`src/rtl/serial_adder.sv`:
```
// Multi-cycle adder/subtractor: DIGIT bits per clock through a registered carry,
// start/busy/done handshake, results held until the next completion.
module serial_adder #(
    parameter int WIDTH = 8,
    parameter int DIGIT = 1
) (
    input  logic             clk,
    input  logic             rst_n,
    input  logic             start,
    input  logic [WIDTH-1:0] a,
    input  logic [WIDTH-1:0] b,
    input  logic             c_in,
    input  logic             sub,
    output logic             busy,
    output logic             done,
    output logic [WIDTH-1:0] sum,
    output logic             c_out,
    output logic             overflow
);

    localparam int N  = WIDTH / DIGIT;
    localparam int CW = (N < 2) ? 1 : $clog2(N + 1);
    localparam logic [CW-1:0] LAST = CW'(N - 1);

    typedef enum logic {
        IDLE = 1'b0,
        RUN  = 1'b1
    } state_t;

    state_t           state;
    state_t           state_next;
    logic [WIDTH-1:0] a_sr;
    logic [WIDTH-1:0] b_sr;
    logic [WIDTH-1:0] res_next;
    logic             carry;
    logic             a_msb;
    logic             b_msb;
    logic [CW-1:0]    cnt;
    logic [DIGIT:0]   slice;
    logic             accept;
    logic             last;

    // State register
    always_ff @(posedge clk or negedge rst_n) begin
        if (!rst_n) begin
            state <= IDLE;
        end else begin
            state <= state_next;
        end
    end

    // Next-state logic; start during RUN is simply not looked at
    always_comb begin
        state_next = state;
        case (state)
            IDLE:    if (start) state_next = RUN;
            RUN:     if (last)  state_next = IDLE;
            default: state_next = IDLE;
        endcase
    end

    // Output / control decode
    always_comb begin
        busy   = (state == RUN);
        accept = (state == IDLE) && start;
        last   = (state == RUN) && (cnt == LAST);
    end

    assign slice = {1'b0, a_sr[DIGIT-1:0]} + {1'b0, b_sr[DIGIT-1:0]} + {{DIGIT{1'b0}}, carry};

    // Result shift register only needs the bits below the incoming slice
    if (N == 1) begin : g_single
        assign res_next = slice[DIGIT-1:0];
    end else begin : g_multi
        logic [WIDTH-DIGIT-1:0] res_sr;

        assign res_next = {slice[DIGIT-1:0], res_sr};

        always_ff @(posedge clk or negedge rst_n) begin
            if (!rst_n) begin
                res_sr <= '0;
            end else if (busy) begin
                res_sr <= res_next[WIDTH-1:DIGIT];
            end
        end
    end

    always_ff @(posedge clk or negedge rst_n) begin
        if (!rst_n) begin
            a_sr     <= '0;
            b_sr     <= '0;
            carry    <= 1'b0;
            a_msb    <= 1'b0;
            b_msb    <= 1'b0;
            cnt      <= '0;
            done     <= 1'b0;
            sum      <= '0;
            c_out    <= 1'b0;
            overflow <= 1'b0;
        end else begin
            done <= last;
            if (accept) begin
                // Subtraction is a + ~b + !borrow_in
                a_sr  <= a;
                b_sr  <= sub ? ~b : b;
                carry <= c_in ^ sub;
                a_msb <= a[WIDTH-1];
                b_msb <= b[WIDTH-1] ^ sub;
                cnt   <= '0;
            end else if (busy) begin
                a_sr  <= a_sr >> DIGIT;
                b_sr  <= b_sr >> DIGIT;
                carry <= slice[DIGIT];
                cnt   <= cnt + CW'(1);
                if (last) begin
                    sum      <= res_next;
                    c_out    <= slice[DIGIT];
                    overflow <= (a_msb == b_msb) && (res_next[WIDTH-1] != a_msb);
                end
            end
        end
    end

endmodule
```
`config.mk`:
```
export PLATFORM = sky130hd
export DESIGN_NAME = serial_adder
export DESIGN_NICKNAME = d
export VERILOG_FILES = /design/src/rtl/serial_adder.sv
export SDC_FILE = /design/constraint.sdc
export NUM_CORES = 1
export LEC_CHECK = 0
export ABC_AREA = 1
export CORE_MARGIN = 5
export CORE_UTILIZATION = 55
export CTS_CLUSTER_DIAMETER = 60
export DETAILED_ROUTE_END_ITERATION = 10
export PLACE_DENSITY = 0.88
export SLEW_MARGIN = 25
export SYNTH_ARGS = -nofsm -noshare
export SYNTH_HDL_FRONTEND = slang
export SYNTH_SLANG_ARGS = --single-unit
```
`constraint.sdc`:
```
create_clock -name clk -period 3.8 [get_ports clk]
set_input_delay 0.57 -clock clk [delete_from_list [all_inputs] [get_ports clk]]
set_output_delay 0.57 -clock clk [all_outputs]
set_load 0.05 [all_outputs]
```
==> results of run 1 <==
==> area by class of cell <==
cell class / instances / area [um^2]
flip-flops and latches: 42 / 1051
fillers: 288 / 999.7
multi-input cells: 162 / 699.4
repair buffers: 34 / 332.8
clock inverters: 3 / 68.82
inverters: 17 / 63.81
well taps: 46 / 57.56
clock buffers: 5 / 37.54
==> cells in the final DEF, fill, tap and decap left out <==
cell type          n
inv_2              1
fa_1               1
dfrtp_1           42
nand4_2            1
clkinv_4           1
nor2_4             1
clkbuf_4           5
bufinv_16          2
o21ai_0            6
clkdlybuf4s50_1   31
or2_2              1
nand2_1          118
nor2_1             5
nand2_2            1
inv_1             16
nand3_1           24
nor2_2             1
o211ai_1           1
a21oi_1            1
ha_1               1
buf_4              3
==> metrics by stage <==
| step | total power [mW] | setup WS (ns) | std cells |
|---|---|---|---|
| global route | 1.924 | 1.607 | 309 |
| finish | 1.794 | 1.656 | 309 |
| global placement | 1.420 | 1.975 | 301 |
| CTS | 1.805 | 1.641 | 309 |
| detailed placement | 1.452 | 1.942 | 301 |
| floorplan | 1.246 | 2.466 | 229 |
==> Yosys cell counts <==
cell / n / area, um^2
ha_1: 1 / 12.51
dfrtp_1: 42 / 1051
a21oi_1: 1 / 5.000
o21ai_0: 6 / 30.03
nor2_2: 1 / 6.260
inv_1: 16 / 60.06
nand2_2: 1 / 6.260
buf_2: 5 / 25.02
nand3_1: 24 / 120.1
buf_6: 2 / 22.52
nor2_4: 1 / 11.26
nand2_1: 118 / 442.9
nor2_1: 5 / 18.77
buf_4: 1 / 7.510
or2_2: 1 / 6.260
fa_1: 1 / 20.02
nand4_2: 1 / 12.51
o211ai_1: 1 / 7.510
inv_2: 1 / 3.750
==> path summary, 6_finish.rpt <==
check,end,slack (ns),cells after the start
max,busy,1.66,1
min,b_sr[3],0.16,1
max reg2reg,a_sr[6],2.29,5
min reg2reg,sum[0],0.48,2
max in group asynchronous,a_sr[4],3.28,1
min in group clk,sum[0],0.48,2
==> power by group <==
part / switching, mW / leakage (nW) / internal, mW
Clock: 0.151 / 0.0554 / 0.206
Sequential: 0.107 / 0.543 / 0.619
Combinational: 0.465 / 0.589 / 0.246
Total: 0.723 / 1.19 / 1.07
==> layer usage <==
layer / vias to the layer above / share of wire
met2: 33 / 0.47
met3: 7 / 0.043
met5: - / 0
li1: 775 / -
met4: 0 / 0.020
met1: 688 / 0.46
==> cell families (layout without fill, tap and decap cells) <==
| family | after synthesis | count (layout) | synth area share |
|---|---|---|---|
| buffers and inverters | 25 | 59 | 0.06359 |
| and+or+nand+nor | 152 | 152 | 0.3340 |
| AOI/OAI and AO/OA | 8 | 8 | 0.02276 |
| adders and majority gates | 2 | 2 | 0.01740 |
| DFF | 42 | 42 | 0.5623 |
==> sequential cells by signal (all words and copies together), names as in the netlist <==
signal          count
a_sr                8
b_sr                8
sum                 8
g_multi.res_sr      7
cnt                 4
a_msb               1
b_msb               1
busy                1
c_out               1
carry               1
done                1
overflow            1
==> impl_metrics.csv, run 1 <==
group,metric,value,unit
timing,rsz0062_at_grt,"false",
global_route,grt_usage,0.1784,
worst_setup_path,cp_top_family,"buffers and inverters",
clock_network,h-tree-depth,2,
placement,io_buffers,32,
clock_network,holdBufCountCts,0,
timing,min_period,2.144,ns
global_route,grt-busiest-layer,"met2",
synth,syn_nets,252,
final_layout,utilization,0.6980,
timing,hold_ws,0.1599,ns
worst_setup_path,critPathBufInv,1,
final_layout,antenna_cells,0,
route,vias_per_cell,4.864,
timing,fin_crit_sh,0.5643,
timing,fin_tns_setup,0,ns
worst_setup_path,reg2reg_from,"busy",
floorplanning,ios,33,
clock_network,cts.sinks,42,
worst_setup_path,crit_path_max_incr_delay,0.81,ns
floorplanning,fp-row-count,21,
final_layout,drive_gt1_frac,0.06464,
global_route,grt_pass1_vias,1436,
run,drv_cap,0,
route,detail_route.first_pass.iterations,4,
timing,max_freq,466.4,MHz
final_layout,fin_nets,285,
global_route,grt_pass1_wl,6065,um
placement,dp_hpwl,2528,um
floorplanning,die_w,68.30,um
worst_setup_path,critPathLaunchType,"flop",
clock_network,root_buffer,"clkbuf_4",
worst_setup_path,cp-startpoint,"busy",
floorplanning,die-area,4665,um^2
floorplanning,die_h,68.30,um
min_path,hold_path.class,"input port to asynchronous set/reset pin",
worst_setup_path,worstPathCellList,"clkdlybuf4s50_1",
route,drc_errors,0,
synth,synth_cell_type_count,19,
timing,slew_violations,0,
synth,yosys_register_bits,42,
final_layout,area_delta_synth_final,23.63,%
route,routedWlPerCell,11.20,um
final_layout,stdcell_area,2311,um^2
route,num_vias,1503,
worst_setup_path,required,3.23,ns
global_route,grt_overflow,0,
floorplanning,coreArea,3311,um^2
placement,place_area,2202,um^2
power_and_ir_drop,power_density,776.3,nW/um^2
clock_network,cts_resized,0,
floorplanning,start_util,0.5646,
timing,final_hold_viol_count,0,
synth,yosysWarningCount,0,
global_route,grtUsageMet1,0.2158,
clock_network,clk_pin_slew,0.13,ns
route,ant_nets,0,
timing,tightest_slew,0.5123,ns
clock_network,clockBufferDepth,2,
timing,clock_skew,0.008057,ns
worst_setup_path,worstSetupPathType,"flop to output port",
clock_network,cts_setup_buffers,0,
global_route,grt_use_met2,0.2948,
synth,syn_avg_cell_area,8.163,um^2
synth,synthCells,229,
synth,netlist_area,1869,um^2
worst_setup_path,path_max_fanout,2,
clock_network,clk_latency,0.36,ns
global_route,antenna_found_initial,0,
route,routed_wl,3462,um
timing,setup_viol,0,
clock_network,cts_buffers,5,
timing,relSlewSlack,0.6585,
placement,place.gp.congestion,0.7712,
synth,synth.yosys.seq_area_share,0.5622,
worst_setup_path,crit_slowest_cell,"clkdlybuf4s50_1",
outcome,run_status,"completed",
power_and_ir_drop,leakage,1.188,nW
global_route,gr-usage-met3,0.03941,
route,drtIter0Drc,109,
clock_network,cts_tree,"done",
global_route,grt_max_degree,43,
worst_setup_path,crit_arrival,1.57,ns
worst_setup_path,cp-end-kind,"output port",
power_and_ir_drop,ir_drop,359.5,uV
Power figures use the tool's default switching activity.
==> run 2: changes to the inputs <==
Settings changed: CORE_UTILIZATION 55 to 52, PLACE_DENSITY 0.88 to 0.84.
Clock period 3.8 ns to 2.21 ns, I/O delays scaled along.
==> run 2 against run 1 <==
Compared with the run above:
- worst hold slack better by 0.22 ns
- critical path type unchanged
- largest cell class unchanged
- clock-buffer cell count up 2
- cell area fell by 0.60%
- flip-flop and latch count stayed put
- total power up 60%
- combinational power is 72% higher
- register-to-register slack worse by 1.6 ns
==> impl_metrics.csv, run 2 (same netlist as run 1, synthesis figures left out) <==
group,metric,value,unit
timing,fin_crit_sh,0.8360,
final_layout,most-common-layout-cells,"118 x nand2_1, 42 x dfrtp_1, 30 x clkdlybuf4s50_1",
clock_network,cts_resized,0,
min_path,hold_path.class,"input port to asynchronous set/reset pin",
timing,clock_skew,0.006328,ns
clock_network,clk_latency,0.34,ns
final_layout,area_delta_synth_final,22.89,%
floorplanning,fp-row-count,21,
worst_setup_path,worstPathCellList,"clkdlybuf4s50_1",
run,drv_cap,0,
global_route,grt_pass1_vias,1475,
placement,place.gp.congestion,0.8000,
floorplanning,coreArea,3416,um^2
worst_setup_path,crit_arrival,1.52,ns
worst_setup_path,worst-r2r-setup-slack,0.67,ns
timing,max_freq,541.2,MHz
worst_setup_path,path_max_fanout,2,
worst_setup_path,required,1.88,ns
clock_network,cts_buffers,5,
final_layout,multiInputGateArea,699.4,um^2
timing,fin_tns_setup,0,ns
worst_setup_path,crit_path_max_incr_delay,0.80,ns
timing,relSlewSlack,0.6700,
floorplanning,die_w,69.96,um
worst_setup_path,critPathBufInv,1,
route,vias_per_cell,4.801,
power_and_ir_drop,finalPower,2.872,mW
timing,hold_ws,0.3821,ns
clock_network,root_buffer,"clkbuf_4",
power_and_ir_drop,power_density,1250,nW/um^2
final_layout,fillers,276,
floorplanning,start_util,0.5473,
timing,min_period,1.848,ns
final_layout,ff_latch_area,1051,um^2
worst_setup_path,r2r_end,"a_sr[6]",
worst_setup_path,cp_top_family,"buffers and inverters",
placement,io_buffers,32,
clock_network,h-tree-depth,2,
route,routed_wl,3481,um
global_route,grt_pass1_wl,6216,um
final_layout,utilization,0.6725,
timing,setup_viol,0,
floorplanning,die-area,4894,um^2
route,drtIter0Drc,93,
global_route,grt_max_degree,21,
clock_network,clk_pin_slew,0.11,ns
route,routedWlPerCell,11.16,um
worst_setup_path,reg2reg_from,"busy",
final_layout,antenna_cells,0,
worst_setup_path,worstSetupPathType,"flop to output port",
floorplanning,die_h,69.96,um
timing,slew_violations,0,
power_and_ir_drop,leakage,1.187,nW
clock_network,cts.sinks,42,
global_route,grt_overflow,0,
power_and_ir_drop,ir_drop,749.0,uV
outcome,run_status,"completed",
final_layout,fin_nets,288,
timing,rsz0062_at_grt,"false",
route,ant_nets,0,
worst_setup_path,cp-end-kind,"output port",
floorplanning,ios,33,
global_route,antenna_found_initial,0,
route,num_vias,1498,
route,detail_route.first_pass.iterations,4,
final_layout,drive_gt1_frac,0.07143,
worst_setup_path,critPathLaunchType,"flop",
worst_setup_path,cp-startpoint,"sum[7]",
timing,final_hold_viol_count,0,
worst_setup_path,crit_slowest_cell,"clkdlybuf4s50_1",
clock_network,cts_tree,"done",
route,drc_errors,0,
placement,dp_hpwl,2610,um
worst_setup_path,crit_path_end,"sum[7]",
timing,tightest_slew,0.4935,ns
worst_setup_path,reg2regPathDepth,5,
final_layout,reg_top3,"a_sr: 8 flops, b_sr: 8 flops, sum: 8 flops",
worst_setup_path,crit_cells,1,
final_layout,final_common_cell,"nand2_1",
clock_network,clockBufferDepth,2,
global_route,grt_usage,0.1577,
run 2: changes by cell type in the layout (fill, tap and decap cells not counted), sizes merged:
cell	before	now
clkbuf	5	7
dlygate4sd3	0	1
bufinv	2	0
clkdlybuf4s50	31	30
buf	3	6
run 2: what timing repair did:
action / CTS / global route
hold buffers: 1 / 0
hold endpoints to repair: 11 / 0
buffers inserted: 0 / 0
run 2: worst min path at each step:
stage          depth (start not counted)  slack [ns]      end  startpoint
2_1_floorplan                          0        0.04    a_msb       rst_n
4_1_cts                                2        0.38  a_sr[4]       rst_n
3_5_place_dp                           1        0.22  b_sr[6]       rst_n
5_1_grt                                2        0.41  a_sr[4]       rst_n
3_3_place_gp                           1        0.22  b_sr[6]       rst_n
6_report                               2        0.38  a_sr[4]       rst_n
run 2: layout make-up:
type                            instances  area share
Sequential cell                        42      0.4575
Multi-Input combinational cell        162      0.3045
Timing Repair Buffer                   37      0.1590
Inverter                               17     0.02778
Tap cell                               46     0.02505
Clock buffer                            7     0.02397
Clock inverter                          1    0.002179
run 2: layer usage:
layer,global-route usage,part of all wire
met1,0.1948,0.46
met2,0.2634,0.48
met3,0.05165,0.048
met4,0.04681,0.014
met5,0,0
run 2: stage by stage:
stage	instances	instance area (um^2)	worst slack, ns
floorplan	229	1869	0.8755
global route	312	2297	0.2807
global placement	303	2227	0.6341
detailed placement	303	2227	0.5979
CTS	312	2297	0.3507
finish	312	2297	0.3624
run 2: power by group:
group | total (mW) | leakage [nW] | switching, mW | internal (mW)
Combinational | 1.22 | 0.608 | 0.775 | 0.445
Clock | 0.378 | 0.0353 | 0.224 | 0.154
Sequential | 1.27 | 0.543 | 0.210 | 1.06
Total | 2.87 | 1.19 | 1.21 | 1.66
==> run 3: changes to the inputs <==
Settings changed: CORE_UTILIZATION 52 to 47, PLACE_DENSITY 0.84 to 0.8.
Clock period 2.21 ns to 1.6 ns, I/O delays scaled along.
==> run 3 against run 2 <==
Compared with the run above:
- clock skew rose by 0.0035 ns
- die area rose by 9.1%
- clock power rose by 90%
- clock-buffer cell count fell by 2
- flip-flop and latch count did not move
- worst setup slack got worse by 0.19 ns
- cell area rose by 2.2%
- via count rose by 1.7%
==> impl_metrics.csv, run 3 (same netlist as run 1, synthesis figures left out) <==
group,metric,value,unit
outcome,run_status,"completed",
global_route,antenna_found_initial,0,
timing,setup_viol,0,
timing,min_period,1.432,ns
floorplanning,die_h,73.07,um
final_layout,multiInputGateArea,699.4,um^2
final_layout,stdcell_area,2349,um^2
timing,max_freq,698.2,MHz
timing,final_hold_viol_count,0,
global_route,grt_max_degree,23,
worst_setup_path,reg2reg_from,"a_sr[0]",
worst_setup_path,required,1.79,ns
clock_network,cts.sinks,42,
placement,place_area,2230,um^2
route,drc_errors,0,
min_path,hold_path.class,"input port to asynchronous set/reset pin",
route,ant_nets,0,
global_route,grt_usage,0.1553,
placement,dp_hpwl,2586,um
timing,fin_crit_sh,0.8952,
floorplanning,die-area,5338,um^2
floorplanning,fp-row-count,23,
global_route,grt_overflow,0,
route,routed_wl,3621,um
floorplanning,die_w,73.07,um
clock_network,root_buffer,"clkbuf_8",
final_layout,final_common_cell,"nand2_1",
clock_network,cts_tree,"done",
placement,io_buffers,32,
final_layout,ff_latch_area,1052,um^2
route,vias_per_cell,4.792,
timing,tightest_slew,0.4550,ns
timing,fin_tns_setup,0,ns
timing,clock_skew,0.009803,ns
final_layout,fillers,361,
clock_network,h-tree-depth,2,
worst_setup_path,worst-r2r-setup-slack,0.17,ns
worst_setup_path,path_max_fanout,4,
run,drv_cap,0,
final_layout,area_delta_synth_final,25.64,%
final_layout,utilization,0.6001,
timing,rsz0062_at_grt,"false",
final_layout,most-common-layout-cells,"118 x nand2_1, 41 x dfrtp_1, 24 x nand3_1",
route,detail_route.first_pass.iterations,5,
power_and_ir_drop,ir_drop,571.7,uV
final_layout,reg_top3,"a_sr: 8 flops, b_sr: 8 flops, sum: 8 flops",
clock_network,cts_buffers,5,
global_route,grt_pass1_vias,1454,
route,drtIter0Drc,89,
floorplanning,ios,33,
worst_setup_path,crit_arrival,1.62,ns
placement,place.gp.congestion,0.7817,
clock_network,clk_latency,0.30,ns
final_layout,fin_nets,290,
timing,relSlewSlack,0.6963,
final_layout,antenna_cells,0,
final_layout,drive_gt1_frac,0.1269,
worst_setup_path,worstSetupPathType,"flop to flop",
power_and_ir_drop,power_density,1785,nW/um^2
timing,slew_violations,0,
power_and_ir_drop,finalPower,4.191,mW
global_route,grt_pass1_wl,6382,um
worst_setup_path,cp-end-kind,"flop",
clock_network,clk_pin_slew,0.09,ns
route,routedWlPerCell,11.39,um
route,num_vias,1524,
floorplanning,start_util,0.4776,
clock_network,clockBufferDepth,2,
worst_setup_path,critPathLaunchType,"flop",
power_and_ir_drop,leakage,1.226,nW
worst_setup_path,reg2regPathDepth,6,
floorplanning,coreArea,3914,um^2
worst_setup_path,r2r_end,"overflow",
-- run 3: worst max-delay path by stage --
stage	startpoint	end	cells past startpoint
after detailed placement	sub	b_sr[7]	4
final	a_sr[0]	overflow	6
after global placement	sub	carry	5
after floorplan	busy	sum[7]	6
after CTS	busy	busy	2
after global routing	a_sr[0]	overflow	6
-- run 3: through the flow --
stage	setup slack (ns)	instances	hold WS [ns]
global route	0.06020	318	0.3577
floorplan	0.2655	229	-0.05559
global placement	0.1752	307	0.1301
CTS	0.05939	316	0.3298
detailed placement	0.1429	307	0.1263
finish	0.1676	318	0.3379
-- run 3: timing repair --
action | CTS | global route
endpoints found under the setup margin | 1 | 1
hold endpoints to repair | 8 | 0
resized for setup | 1 | 0
buffers inserted | 0 | 2
hold buffers | 1 | 0
-- run 3: final cells by class --
type / count / area share
clock inverter: 3 / 0.01012
multi-input combinational: 162 / 0.2978
tap: 50 / 0.02664
clock buffer: 5 / 0.02930
timing repair buffer: 39 / 0.1609
inverter: 17 / 0.02717
sequential: 42 / 0.4481
-- run 3: where the power goes --
part	leakage, nW	internal [mW]	switching, mW
registers	0.543	1.48	0.260
clock network	0.0408	0.312	0.406
logic	0.642	0.626	1.11
-- run 3: worst max-delay path: stages, from the launching register on --
cell and delay (ns):
dfrtp_1 0.42, fa_1 0.62, inv_1 0.06, nand3_1 0.06
nand2_1 0.05, nand2_1 0.06, nand2_1 0.05
-- run 3: routing by layer --
metal	vias up	track usage	routed length (um)	part of all wire
li1	784	-	-	-
met1	696	0.1984	1695	0.47
met2	38	0.2463	1620	0.45
met3	6	0.04683	238	0.066
met4	0	0.06148	67	0.019
met5	-	0	0	0
